==> config.mk <==
export PLATFORM = sky130hd
export DESIGN_NAME = ps2_kbd_tx
export DESIGN_NICKNAME = d
export VERILOG_FILES = /design/src/rtl/ps2_pkg.sv /design/src/rtl/ps2_tx_fifo.sv /design/src/rtl/ps2_kbd_tx.sv
export SDC_FILE = /design/constraint.sdc
export NUM_CORES = 1
export LEC_CHECK = 0
export ABC_AREA = 1
export CAP_MARGIN = 25
export CELL_PAD_IN_SITES_DETAIL_PLACEMENT = 0
export CELL_PAD_IN_SITES_GLOBAL_PLACEMENT = 1
export CORE_ASPECT_RATIO = 1.4
export CORE_UTILIZATION = 45
export CTS_CLUSTER_SIZE = 40
export DETAILED_ROUTE_END_ITERATION = 7
export GPL_ROUTABILITY_DRIVEN = 0
export HOLD_SLACK_MARGIN = 0.06
export PLACE_DENSITY_LB_ADDON = 0.3
export SLEW_MARGIN = 25
export SYNTH_ARGS = -nofsm -noshare
export SYNTH_HDL_FRONTEND = slang
export SYNTH_SLANG_ARGS = --single-unit
==> constraint.sdc <==
create_clock -name clk -period 3.08 [get_ports clk]
set_input_delay 0.462 -clock clk [delete_from_list [all_inputs] [get_ports clk]]
set_output_delay 0.462 -clock clk [all_outputs]
set_load 0.05 [all_outputs]
==> src/rtl/ps2_pkg.sv <==
// PS/2 keyboard transmitter: shared state encoding, frame constants
// and frame-building helpers.
package ps2_pkg;

  typedef enum logic [2:0] {
    IDLE,
    SETUP,
    LOW,
    HIGH,
    GAP
  } state_t;

  localparam int   FRAME_LEN = 11;
  localparam logic START_BIT = 1'b0;
  localparam logic STOP_BIT  = 1'b1;

  function automatic logic odd_parity(input logic [7:0] d);
    return ~^d;
  endfunction

  // Bit 0 goes out first, so the start bit sits at the LSB.
  function automatic logic [FRAME_LEN-1:0] build_frame(input logic [7:0] d);
    return {STOP_BIT, odd_parity(d), d, START_BIT};
  endfunction

endpackage

==> src/rtl/ps2_tx_fifo.sv <==
// Synchronous show-ahead FIFO buffering scancodes ahead of the
// PS/2 frame engine.
module ps2_tx_fifo #(
  parameter int WIDTH = 8,
  parameter int DEPTH = 4
) (
  input  logic             clk,
  input  logic             rst,
  input  logic [WIDTH-1:0] wr_data,
  input  logic             wr_en,
  output logic             full,
  input  logic             rd_en,
  output logic [WIDTH-1:0] rd_data,
  output logic             empty
);

  localparam int AW = (DEPTH > 1) ? $clog2(DEPTH) : 1;
  localparam logic [AW:0] FULL_CNT = DEPTH[AW:0];

  logic [WIDTH-1:0] mem [DEPTH];
  logic [AW-1:0]    wr_ptr;
  logic [AW-1:0]    rd_ptr;
  logic [AW:0]      count;
  logic             push;
  logic             pop;

  assign full    = (count == FULL_CNT);
  assign empty   = (count == '0);
  assign push    = wr_en && !full;
  assign pop     = rd_en && !empty;
  assign rd_data = mem[rd_ptr];

  always_ff @(posedge clk) begin
    if (rst) begin
      wr_ptr <= '0;
      rd_ptr <= '0;
      count  <= '0;
    end else begin
      if (push) wr_ptr <= wr_ptr + 1'b1;
      if (pop)  rd_ptr <= rd_ptr + 1'b1;
      unique case ({push, pop})
        2'b10:   count <= count + 1'b1;
        2'b01:   count <= count - 1'b1;
        default: count <= count;
      endcase
    end
  end

  always_ff @(posedge clk) begin
    if (push) mem[wr_ptr] <= wr_data;
  end

endmodule

==> src/rtl/ps2_kbd_tx.sv <==
// PS/2 keyboard-side transmitter: FIFO-fed 11-bit frame engine with
// host-inhibit abort and retransmission.
module ps2_kbd_tx
  import ps2_pkg::*;
#(
  parameter int HALF_PERIOD = 4000,
  parameter int GAP_CYCLES  = 8000,
  parameter int FIFO_DEPTH  = 4
) (
  input  logic       clk,
  input  logic       rst,
  input  logic [7:0] in_data,
  input  logic       in_valid,
  output logic       in_ready,
  input  logic       inhibit,
  output logic       ps2_clk,
  output logic       ps2_data,
  output logic       busy,
  output logic       done
);

  localparam int TMAX = (GAP_CYCLES > HALF_PERIOD) ?
                        GAP_CYCLES : HALF_PERIOD;
  localparam int TW   = $clog2(TMAX + 1);

  localparam logic [TW-1:0] T_HALF = TW'(HALF_PERIOD / 2 - 1);
  localparam logic [TW-1:0] T_FULL = TW'(HALF_PERIOD - 1);
  localparam logic [TW-1:0] T_GAP  = TW'(GAP_CYCLES - 1);
  localparam logic [3:0]    LAST   = 4'(FRAME_LEN - 1);

  state_t               state, state_nx;
  logic [TW-1:0]        tmr, tmr_nx;
  logic [3:0]           bit_cnt, cnt_nx;
  logic [FRAME_LEN-1:0] shreg, sh_nx;
  logic [7:0]           cur_byte, byte_nx;
  logic                 retain, retain_nx;
  logic                 done_nx;
  logic                 pop;
  logic                 full;
  logic                 empty;
  logic [7:0]           fifo_data;
  logic                 abort;

  ps2_tx_fifo #(
    .WIDTH (8),
    .DEPTH (FIFO_DEPTH)
  ) u_fifo (
    .clk     (clk),
    .rst     (rst),
    .wr_data (in_data),
    .wr_en   (in_valid),
    .full    (full),
    .rd_en   (pop),
    .rd_data (fifo_data),
    .empty   (empty)
  );

  assign abort = inhibit && (bit_cnt <= 4'd9);

  always_comb begin
    state_nx  = state;
    tmr_nx    = tmr + 1'b1;
    cnt_nx    = bit_cnt;
    sh_nx     = shreg;
    byte_nx   = cur_byte;
    retain_nx = retain;
    done_nx   = 1'b0;
    pop       = 1'b0;
    unique case (state)
      IDLE: begin
        tmr_nx = '0;
        if (!inhibit && (retain || !empty)) begin
          // An aborted byte takes priority over the FIFO head.
          byte_nx   = retain ? cur_byte : fifo_data;
          pop       = !retain;
          retain_nx = 1'b0;
          sh_nx     = build_frame(byte_nx);
          cnt_nx    = '0;
          state_nx  = SETUP;
        end
      end
      SETUP: begin
        if (abort) begin
          state_nx  = GAP;
          tmr_nx    = '0;
          retain_nx = 1'b1;
        end else if (tmr == T_HALF) begin
          state_nx = LOW;
          tmr_nx   = '0;
        end
      end
      LOW: begin
        if (abort) begin
          state_nx  = GAP;
          tmr_nx    = '0;
          retain_nx = 1'b1;
        end else if (tmr == T_FULL) begin
          state_nx = HIGH;
          tmr_nx   = '0;
        end
      end
      HIGH: begin
        if (abort) begin
          state_nx  = GAP;
          tmr_nx    = '0;
          retain_nx = 1'b1;
        end else if (tmr == T_HALF) begin
          tmr_nx = '0;
          if (bit_cnt == LAST) begin
            state_nx = GAP;
            done_nx  = 1'b1;
          end else begin
            cnt_nx   = bit_cnt + 1'b1;
            sh_nx    = {1'b1, shreg[FRAME_LEN-1:1]};
            state_nx = SETUP;
          end
        end
      end
      GAP: begin
        if (tmr == T_GAP) begin
          state_nx = IDLE;
          tmr_nx   = '0;
        end
      end
      default: begin
        state_nx = IDLE;
        tmr_nx   = '0;
      end
    endcase
  end

  always_ff @(posedge clk) begin
    if (rst) begin
      state    <= IDLE;
      tmr      <= '0;
      bit_cnt  <= '0;
      shreg    <= '1;
      cur_byte <= '0;
      retain   <= 1'b0;
      done     <= 1'b0;
    end else begin
      state    <= state_nx;
      tmr      <= tmr_nx;
      bit_cnt  <= cnt_nx;
      shreg    <= sh_nx;
      cur_byte <= byte_nx;
      retain   <= retain_nx;
      done     <= done_nx;
    end
  end

  // Lines decode from registered state only, so they never glitch.
  assign ps2_clk  = (state != LOW);
  assign ps2_data = (state == SETUP || state == LOW || state == HIGH) ?
                    shreg[0] : 1'b1;
  assign in_ready = !full;
  assign busy     = (state != IDLE) || !empty || retain;

endmodule

Yosys cells after proc, flatten, opt, wreduce, memory -nomap -nowiden
Memory sizes are Yosys's and may differ from the RTL's. A register that Yosys moved wholly into a read port is not among the register bits.
Index checks and enable logic that the tools add are counted.
{"block": "word_totals", "reg_bits": 48, "ramBits": 32, "inputBits": 12, "output_inout_bits": 5, "wordCells": 107, "mem_count": 1}
{"block": "classes", "add_sub_neg": 6, "order_cmp": 1, "eq_ne": 21, "muxes": 39, "bitwise_logic": 2, "n_reduce_logical": 27}
{"name": "u_fifo.mem", "words": 4, "word_bits": 8, "rd": 1, "rd_clocked_by_memory_dff": 1, "write_ports": 1, "line_no": "ps2_tx_fifo.sv:20", "text": "logic [WIDTH-1:0] mem [DEPTH];"}
{"operator": "13-bit 2-to-1 mux", "n": 5}
{"operator": "11-bit 2-to-1 mux", "n": 4}
{"operator": "13-bit case mux with 3 select lines", "n": 1}
{"operator": "3-bit 2-to-1 mux", "n": 9}
{"operator": "11-bit case mux with 2 select lines", "n": 1}
{"operator": "4-bit 2-to-1 mux", "n": 4}
{"operator": "3-bit case mux with 5 select lines", "n": 1}
{"operator": "13-bit by 1-bit adder with 13-bit output, second input constant", "n": 1}
{"operator": "13-bit by 11-bit equality test with 1-bit output, second input constant", "n": 1}
{"operator": "13-bit by 12-bit equality test with 1-bit output, second input constant", "n": 1}
{"operator": "13-bit equality test, second input constant", "n": 1}
{"operator": "2-bit != test, second input constant", "n": 5}
{"operator": "5-bit AND reduction", "n": 2}
{"operator": "3-bit != test, second input constant", "n": 3}
{"operator": "1-bit 2-to-1 mux", "n": 8}
{"operator": "8-bit 2-to-1 mux", "n": 1}
{"operator": "4-bit case mux with 2 select lines", "n": 1}
{"operator": "8-bit XNOR reduction", "n": 1}
{"operator": "3-bit by 2-bit equality test with 1-bit output, second input constant", "n": 2}
{"operator": "3-bit equality test, second input constant", "n": 2}
{"operator": "3-bit zero test", "n": 2}
{"operator": "3-bit case mux with 2 select lines", "n": 1}
{"operator": "2-bit nonzero test", "n": 3}
{"operator": "1-bit logical OR", "n": 5}
{"operator": "22 further kinds", "n": 31}

Depth between registers and ports, before layout
{"block": "logic_depth", "ltp_word": 9, "ltp_mapped": 17}

Modules after synthesis
Synthesis repeated with hierarchy kept, for this count alone.
{"block": "hier_totals", "cells_unflattened": 506, "area_unflattened_um2": 4013.8}
{"mod": "ps2_kbd_tx", "instances": 1, "cells_each": 360, "area_each_um2": 2322.2}
{"mod": "ps2_tx_fifo", "instances": 1, "cells_each": 146, "area_each_um2": 1691.6}

Worst setup path before layout
No wires, ideal clock.
{"block": "synth_timing", "path_type": "reg-to-reg", "from": "register u_fifo.count[0]", "to": "register u_fifo.count[2]", "setup_ps": 70, "t_arrival_ps": 1979, "slack_ps": 1031, "path_stages_with_launch": 12, "cell_sequence": "dfxtp_1 -> nor2_1 -> nand2_1 -> nand2_1 -> inv_1 -> nor2_4 -> fa_1 -> inv_1 -> nand2_1 -> o21ai_1 -> o21ai_1 -> a21oi_1"}
{"block": "synth_between", "word_cells_on_any_way": 16, "classes_between": "add/sub: 2; eq/ne: 3; mux: 3; reduce/logical: 8"}
{"item": "start: declaration", "line_no": "ps2_tx_fifo.sv:23", "text": "logic [AW:0] count;"}
{"item": "start signal: assignment", "line_no": "ps2_tx_fifo.sv:42", "text": "2'b10: count <= count + 1'b1;"}
{"item": "start signal: assignment", "line_no": "ps2_tx_fifo.sv:43", "text": "2'b01: count <= count - 1'b1;"}
{"item": "start signal: assignment", "line_no": "ps2_tx_fifo.sv:44", "text": "default: count <= count;"}
{"item": "3-bit equality test (*)", "line_no": "ps2_tx_fifo.sv:27", "text": "assign full = (count == FULL_CNT);"}
{"item": "1-bit zero test (*)"}
{"item": "net in_ready", "line_no": "ps2_kbd_tx.sv:14", "text": "output logic in_ready,"}
{"item": "1-bit logical AND (*)", "line_no": "ps2_tx_fifo.sv:29", "text": "assign push = wr_en && !full;"}
{"item": "2-bit by 1-bit equality test with 1-bit output or 2-bit equality test (tied branches)", "line_no": "ps2_tx_fifo.sv:41", "text": "unique case ({push, pop})"}
{"item": "3-bit case mux with 2 select lines or 2-bit nonzero test (tied branches)"}
The timed path passes the listed nets; every way through them passes the cells marked *.
A chain may end at the register's enable or synchronous reset.

Final worst setup path
{"block": "layout_timing", "from": "register retain", "to": "output port busy"}
{"block": "layout_between", "elab_chain_cells": 1}
{"item": "start: declaration", "line_no": "ps2_kbd_tx.sv:36", "text": "logic retain, retain_nx;"}
{"item": "start signal: assignment", "line_no": "ps2_kbd_tx.sv:147", "text": "retain <= retain_nx;"}
{"item": "1-bit logical OR", "line_no": "ps2_kbd_tx.sv:157", "text": "assign busy = (state != IDLE) || !empty || retain;"}
{"item": "end: declaration", "line_no": "ps2_kbd_tx.sv:18", "text": "output logic busy,"}
No other way between the ends.

==> reports/metrics.yaml <==
critPathKind: "reg -> out"
wl_per_cell_um: 12.86
syn_inst: 513
die_h_um: 114.2
critPathArrivalTime_ns: 2.08
synth_top_area_cell: "dfxtp_1"
timing.fmax_mhz: 393.5
antenna_left: 0
diodes: 0
post_cts_buffers: 0
cts_tree: "yes"
synthTopCellsByCount: "nand2_1 (150), inv_1 (50), dfxtp_1 (49)"
htreeDepth: 3
io_buffers: 16
synth_seq_cells: 81
p_per_area_nw_per_um2: 881.6
postCtsResizedCells: 0
viasPerCell: 4.963
synth_most_common_cell: "nand2_1"
maxSlewHeadroom_pct: 51.15
post-route-period-util_pct: 82.52
drt_iter0_drc: 168
setup_viol: 0
synth-edff-count: 32
grt_max_degree: 28
antenna_found_initial: 0
cp_max_fo: 27
numCtsBuffers: 9
syn_area_sq_um: 4049
grt_pass1_wl_mm: 13.83
via_count: 3176
initial_core_util_pct: 46.76
min_period_ns: 2.542
die_area_sq_um: 9386
tightest_slew_ns: 0.7301
hold_path.class: "reg -> reg"
grt_pass1_vias: 2995
cp.required_ns: 2.62
clock-root-buffer: "clkbuf_16"
max-clock-path-buffers: 2
p_leak_nw: 1.945
remaining_drc_errors: 0
slew_violations: 0
worstSetupStartpointType: "register"
fillerInstances: 855
ir_drop_v: 0.0004465
drive_gt1_share_pct: 8.972
status: "finished, final reports clean"
synth-main-ff-cell: "dfxtp_1"
clock_sinks: 81
finalClockSkew_ns: 0.009581
synth_top_area_share_pct: 24.23
hold_viol: 0
dpl.hpwl_mm: 6.282
num_rows: 40
detail_route.first_pass.iterations: 4
ys_async_sr_fraction_pct: 0
wl_mm: 8.232
setup_tns_ns: 0
clk_latency_ns: 0.34
syn-num-nets: 535
grtUsageTotal_pct: 19.65
nets: 552
ys_warn_count: 0
area_growth_pct: 13.35
io_pins: 17
syn_avg_cell_area_sq_um: 7.893
clkTransAtPathRegs_ns: 0.06
synth_cell_types: 38
overflow: 0
postCtsHoldBufs: 0
p_total_mw: 4.046
synth.area.top_cells: "dfxtp_1 (24%), edfxtp_1 (24%), nand2_1 (14%)"
dieWidth_um: 82.17
cap_violations: 0
rsz0062_at_grt: "false"
ys_seq_area_share_pct: 47.96
end_kind: "output pin"
coreArea_sq_um: 8658
==> flip-flops by register name, indices dropped and copies added, names as in the netlist, named ones only <==
name,flops
shreg,10
tmr,13
u_fifo.rd_ptr,2
bit_cnt,4
state,3
u_fifo.wr_ptr,2
cur_byte,8
u_fifo.count,3
retain,1
u_fifo.mem,32
done,1
==> through the flow <==
stage          std cells  worst slack (ns)  hold slack (ns)  instance area [sq um]  utilization [%]
5_1_grt              640            0.3811           0.4945                   4589            53.01
4_1_cts              640            0.5070           0.4690                   4589            53.01
2_1_floorplan        513             1.031           0.4343                   4049                -
6_report             640            0.5384           0.4670                   4589            53.01
3_5_place_dp         624            0.8548           0.4551                   4272            49.34
3_3_place_gp         624            0.8756           0.4515                   4272            49.34
==> final timing paths <==
check                        startpoint                            to  slack, ns  depth (start not counted)
hold / removal    shreg[0]$_SDFFE_PP1P_         shreg[0]$_SDFFE_PP1P_       0.47                          2
hold reg to reg   shreg[0]$_SDFFE_PP1P_         shreg[0]$_SDFFE_PP1P_       0.47                          2
setup / recovery    retain$_SDFFE_PP0P_                          busy       0.54                          3
setup reg to reg    retain$_SDFFE_PP0P_  u_fifo.count[2]$_SDFFE_PP0P_       1.03                         11
==> cell families after synthesis <==
family,after synthesis,share of synthesized area (%)
AOI/OAI and AO/OA,62,8.282
DFF,81,47.96
adders and majority gates,10,3.276
xor gates and xnor gates,6,1.298
and+or+nand+nor,281,31.24
buffers and inverters,73,7.942
==> cell usage in the layout, fill, tap and decap left out, types with 4 or more instances in the layout <==
cell type / n
nand2_1: 150
clkdlybuf4s50_1: 16
nor4_1: 4
nor2_1: 45
nor2_4: 4
inv_2: 9
dfxtp_1: 49
nand4_1: 5
xor2_1: 4
a21oi_1: 24
a211oi_1: 6
nor3_1: 7
ha_1: 9
edfxtp_1: 32
clkbuf_16: 9
or2_2: 8
o21ai_0: 17
nand3_1: 47
o21ai_1: 11
inv_1: 50
==> layer usage <==
layer  routed length, um  share of wire (%)  up-vias  track usage, %
met3                 180                2.2       10           4.382
met2                4244                 52       21           34.77
met1                3678                 45     1440           22.62
li1                    -                  -     1705               -
met4                 128                1.6        0           7.018
met5                   0                  0        -               0
==> worst max-delay path: stages, from the launching register on <==
cell	delay [ns]
dfxtp_1	0.52
inv_2	0.25
nand3_1	0.15
clkdlybuf4s50_1	0.83
==> final cells by class <==
class | count | area (sq um) | area share [%]
clock buffers | 9 | 225.2 | 4.907
clock inverters | 7 | 92.59 | 2.017
inverters | 60 | 230.2 | 5.016
multi-input cells | 359 | 1785 | 38.90
flip-flops and latches | 81 | 1942 | 42.31
well taps | 105 | 131.4 | 2.863
repair buffers | 19 | 182.7 | 3.980
==> report_power, final <==
| part | switching [mW] | leakage, nW | internal [mW] | total [mW] |
|---|---|---|---|---|
| combinational | 0.979 | 1.10 | 0.477 | 1.46 |
| clock | 0.425 | 0.152 | 0.710 | 1.13 |
| sequential | 0.134 | 0.694 | 1.32 | 1.45 |
| total | 1.54 | 1.94 | 2.51 | 4.05 |
Note: power is estimated with default switching activity, not from simulation.
